**src/rtl/resnet_input_stream_source.sv**
```systemverilog
// Pull-mode C x Y x X tile stream source feeding one resnet global-wrapper read port.
// Optional RESNET_SRC_LFSR_EN replaces the ramp with a 16-bit Fibonacci LFSR.
module resnet_input_stream_source #(
  parameter int WIDTH  = 16,
  parameter int TILE_X = 8,
  parameter int TILE_Y = 8,
  parameter int TILE_C = 4,
  parameter int START  = 0,
  parameter int STEP   = 1
) (
  input  logic                     clk,
  input  logic                     rst,
  input  logic                     flush,
  input  logic                     read_en,
  output logic [WIDTH-1:0]         read_data [0:0],
  output logic [((TILE_X > 1) ? $clog2(TILE_X) : 1)-1:0] tile_x,
  output logic [((TILE_Y > 1) ? $clog2(TILE_Y) : 1)-1:0] tile_y,
  output logic [((TILE_C > 1) ? $clog2(TILE_C) : 1)-1:0] tile_c,
  output logic                     last,
  output logic                     done,
  output logic [31:0]              word_count,
  output logic                     err_overrun
);

  localparam int XW = (TILE_X > 1) ? $clog2(TILE_X) : 1;
  localparam int YW = (TILE_Y > 1) ? $clog2(TILE_Y) : 1;
  localparam int CW = (TILE_C > 1) ? $clog2(TILE_C) : 1;
  localparam logic [XW-1:0] X_MAX = XW'(TILE_X - 1);
  localparam logic [YW-1:0] Y_MAX = YW'(TILE_Y - 1);
  localparam logic [CW-1:0] C_MAX = CW'(TILE_C - 1);

`ifdef RESNET_SRC_LFSR_EN
  if (WIDTH != 16) begin : g_width_check
    $error("resnet_input_stream_source: LFSR pattern requires WIDTH == 16");
  end

  // A zero seed would lock the LFSR, so START=0 falls back to 1.
  localparam logic [WIDTH-1:0] SEED = (START == 0) ? WIDTH'(1) : WIDTH'(START);

  function automatic logic [WIDTH-1:0] advance(input logic [WIDTH-1:0] d);
    return {d[14:0], d[15] ^ d[13] ^ d[12] ^ d[10]};
  endfunction
`else
  localparam logic [WIDTH-1:0] SEED = WIDTH'(START);

  function automatic logic [WIDTH-1:0] advance(input logic [WIDTH-1:0] d);
    return d + WIDTH'(STEP);
  endfunction
`endif

  typedef enum logic {STREAM, DONE} state_t;

  state_t           state;
  logic [WIDTH-1:0] data;

  assign read_data[0] = data;
  assign last = (state == STREAM) && (tile_x == X_MAX) && (tile_y == Y_MAX) && (tile_c == C_MAX);

  always_ff @(posedge clk) begin
    if (rst || flush) begin
      state      <= STREAM;
      data       <= SEED;
      tile_x     <= '0;
      tile_y     <= '0;
      tile_c     <= '0;
      done       <= 1'b0;
      word_count <= '0;
      if (rst) err_overrun <= 1'b0;
    end else begin
      case (state)
        STREAM: begin
          if (read_en) begin
            if (word_count != '1) word_count <= word_count + 32'd1;
            // The final word stays presented: data and coordinates freeze in DONE.
            if (last) begin
              state <= DONE;
              done  <= 1'b1;
            end else begin
              data <= advance(data);
              if (tile_x == X_MAX) begin
                tile_x <= '0;
                if (tile_y == Y_MAX) begin
                  tile_y <= '0;
                  tile_c <= tile_c + 1'b1;
                end else begin
                  tile_y <= tile_y + 1'b1;
                end
              end else begin
                tile_x <= tile_x + 1'b1;
              end
            end
          end
        end
        DONE: begin
          if (read_en) err_overrun <= 1'b1;
        end
        default: state <= STREAM;
      endcase
    end
  end

endmodule

```
**config.mk**
```make
export PLATFORM = sky130hd
export DESIGN_NAME = resnet_input_stream_source
export DESIGN_NICKNAME = d
export VERILOG_FILES = /design/src/rtl/resnet_input_stream_source.sv
export SDC_FILE = /design/constraint.sdc
export NUM_CORES = 1
export LEC_CHECK = 0
export CAP_MARGIN = 10
export CORE_MARGIN = 3
export CORE_UTILIZATION = 55
export CTS_CLUSTER_SIZE = 8
export DETAILED_ROUTE_END_ITERATION = 16
export HOLD_SLACK_MARGIN = 0.05
export PLACE_DENSITY = 0.94
export SETUP_SLACK_MARGIN = 0.05
export SKIP_LAST_GASP = 1
export SLEW_MARGIN = 20
export SYNTH_ARGS = -nofsm -noshare
export SYNTH_HDL_FRONTEND = slang
export SYNTH_SLANG_ARGS = --single-unit
export TNS_END_PERCENT = 1
```
**constraint.sdc**
```tcl
create_clock -name clk -period 3.6 [get_ports clk]
set_clock_uncertainty 0.15 [all_clocks]
set_input_delay 1.08 -clock clk [delete_from_list [all_inputs] [get_ports clk]]
set_output_delay 1.08 -clock clk [all_outputs]
set_load 0.1 [all_outputs]
```
==> summary.md <==
| Metric | Value |
|---|---|
| Vias | 2,971 |
| CP Data Arrival Time | 1970 ps |
| Full die area | 6257 µm² |
| DPL Wire Length | 5.581 mm |
| LEAKAGE | 0.001343 µW |
| Via density | 6.255 |
| YS warnings | 0 |
| First-pass GRT wire length | 12.84 mm |
| Synth async-reset ratio | 0 |
| Setup TNS | 0 ps |
| Area grow syn2layout | 25.59% |
| Worst Max-Slew Pin Slew | 486.9 ps |
| Post-CTS setup buffers | 0 |
| Vias in the first global route | 2,755 |
| Site Rows | 25 |
| H-Tree Depth | 3 |
| Nets | 414 |
| Pre-CTS setup slack | 279.1 ps |
| Yosys reg bits | 59 |
| Final hold vios | 0 |
| Root Driver | clkbuf_8 |
| Synth Net Count | 344 |
| DRC | 0 |
| Initial antenna violation count | 0 |
| Crit path cell chain | ha_1 -> ha_1 -> nand3_1 -> nor2_4 -> buf_4 |
| # fillers | 373 |
| Die height | 79.10 µm |
| Critical path class | flip-flop to output port |
| Grt total ovfl | 0 |
| CP Buf/Inv Count | 1 |
| Clock sink total | 59 |
| Ant. Diodes | 0 |
| CP max-delay cell | dfxtp_1 |
| Iteration-0 DRC Markers | 274 |
| Number of distinct library cells after synthesis | 52 |
| RSZ-0062 raised after global routing | no |
| Routed len/inst | 16.34 µm |
| Setup violators final | 0 |
| Slew HR | 0.6727 |
| Deepest clock path buffer count | 2 |
| Crit share post-route | 0.8899 |
| Cell area after synthesis | 2939 µm² |
| CTS Buf Count | 9 |
| Share of post-route cells with drive strength above 1 | 0.2770 |
| Critical Path Source Type | flip-flop |
| PortBufs | 62 |
| Outcome | complete, no violations |
| Routed Antenna Nets | 0 |
| Register area share after synthesis | 0.4053 |
| Setup slack after layout | 396.3 ps |
| Synthesized area per cell | 8.826 µm² |
| Max-Cap Viols | 0 |
| Count of pins over their slew limit | 0 |
| Number of synthesized flops with an enable pin | 1 |
| Crit path time final | 3204 ps |
| Critical path's top delay family | adder cells |
| Peak supply drop | 0.2630 mV |
| PD cells | 356.3 nW/µm² |
| CTS tree | done |
| Routed WL | 7.762 mm |
| CP Max Fanout | 6 |
| Worst EP required | 2370 ps |
| Largest net degree at the start of global routing | 23 |
| Slowest cell delay on critical path | 410 ps |
| Achievable Freq | 0.3121 GHz |
| Min-delay worst type | flip-flop to flip-flop |
| Synth Flop Type | dfxtp_1 |
| CTS Hold Bufs | 0 |
| Initial core utilization | 0.5947 |
| Cells after synthesis | 333 |
| Crit end category | output port |
| Drt pass-1 iters | 5 |
| Ports | 63 |
| Core area | 4942 µm² |
| Die width | 79.10 µm |
| GP Congestion | 0.8470 |
| GRT Util Overall | 0.2579 |
| Cell mode on critical path | ha_1 |
| Clk slew on worst S/H paths | 70 ps |
| Clock latency on the worst-skew pair | 340 ps |
| Post-cts sizing count | 0 |
report_power, final:
group / switching [µW] / internal [µW] / total (µW) / leakage, µW
logic: 47.3 / 15.1 / 62.4 / 0.000767
clock network: 256 / 335 / 591 / 0.0000991
registers: 3.81 / 658 / 662 / 0.000477
total: 308 / 1010 / 1310 / 0.00134
through the flow:
step | cells | total power (µW) | hold WS [ps] | area, µm² | utilization
floorplan | 333 | 718.8 | 390.3 | 2947 | -
global placement | 459 | 736.1 | 306.9 | 3497 | 0.7076
global route | 475 | 1358 | 376.0 | 3691 | 0.7468
CTS | 475 | 1324 | 339.0 | 3691 | 0.7468
detailed placement | 459 | 737.3 | 326.6 | 3497 | 0.7076
finish | 475 | 1315 | 336.1 | 3691 | 0.7468
cell usage in the layout, fill, tap and decap left out, drive strengths merged, types with 13 or more instances in the layout:
cell / n
nor3: 13
nand4: 14
nand2: 34
dfxtp: 58
a21oi: 31
nand3: 19
buf: 67
nor2: 30
or3: 19
o21ai: 13
sequential cells by signal (all words and copies together) (netlist names):
signal	count
tile_c	2
tile_y	3
read_data	16
word_count	32
err_overrun	1
done	1
state	1
tile_x	3
synth_stat cells (6+ instances only):
cell type | number | area share
a21oi_1 | 23 | 0.039
a21oi_2 | 8 | 0.024
clkbuf_1 | 8 | 0.010
dfxtp_1 | 58 | 0.40
ha_1 | 7 | 0.030
inv_1 | 6 | 0.0077
nand2_1 | 33 | 0.042
nand3_1 | 18 | 0.031
nand4_1 | 11 | 0.023
nor2_1 | 29 | 0.037
nor3_1 | 12 | 0.020
o21ai_0 | 6 | 0.010
o21ai_1 | 7 | 0.012
o31ai_1 | 10 | 0.026
or3_1 | 12 | 0.026
or3_2 | 7 | 0.018
or4_1 | 7 | 0.018
xnor2_1 | 11 | 0.033
xor2_1 | 6 | 0.018
logic make-up (layout without fill, tap and decap cells):
family | after synthesis | in the layout | synth area share
buffers and inverters | 17 | 92 | 0.03022
multiplexers | 2 | 2 | 0.006812
AND/OR/NAND/NOR | 157 | 157 | 0.3044
XOR/XNOR | 17 | 17 | 0.05066
AO/OA/AOI/OAI | 74 | 74 | 0.1728
adder cells (fa/ha/maj) | 7 | 7 | 0.02980
flip-flops | 59 | 59 | 0.4053
final timing paths:
check / to / depth (start not counted) / startpoint / slack, ps
hold / removal: tile_x[2]$_SDFFE_PP0P_ / 2 / tile_x[2]$_SDFFE_PP0P_ / 340
hold reg to reg: tile_x[2]$_SDFFE_PP0P_ / 2 / tile_x[2]$_SDFFE_PP0P_ / 340
setup reg to reg: word_count[20]$_SDFFE_PP0P_ / 6 / word_count[0]$_SDFFE_PP0P_ / 1090
setup / recovery: last / 5 / tile_x[0]$_SDFFE_PP0P_ / 400
layer usage:
metal	track usage	routed length [µm]	share of wire
met1	0.3127	3155	0.41
met2	0.4217	3803	0.49
met3	0.07823	607	0.078
met4	0.1117	196	0.025
met5	0	0	0
worst reg2reg max path, stage by stage (launching register included):
cell and delay, ps:
dfxtp_1 450, ha_1 240, nand4_1 350, nor2_2 410, o211ai_1 260, or4_1 450, a21oi_1 140
final cells by class:
type	count	area, µm²	share of cell area
timing repair buffer	70	533.0	0.1444
clock inverter	5	52.55	0.01424
sequential	59	1191	0.3227
inverter	6	22.52	0.006102
tap	67	83.83	0.02271
multi-input combinational	257	1667	0.4515
clock buffer	11	141.4	0.03831
Note: power is estimated with default switching activity, not from simulation.
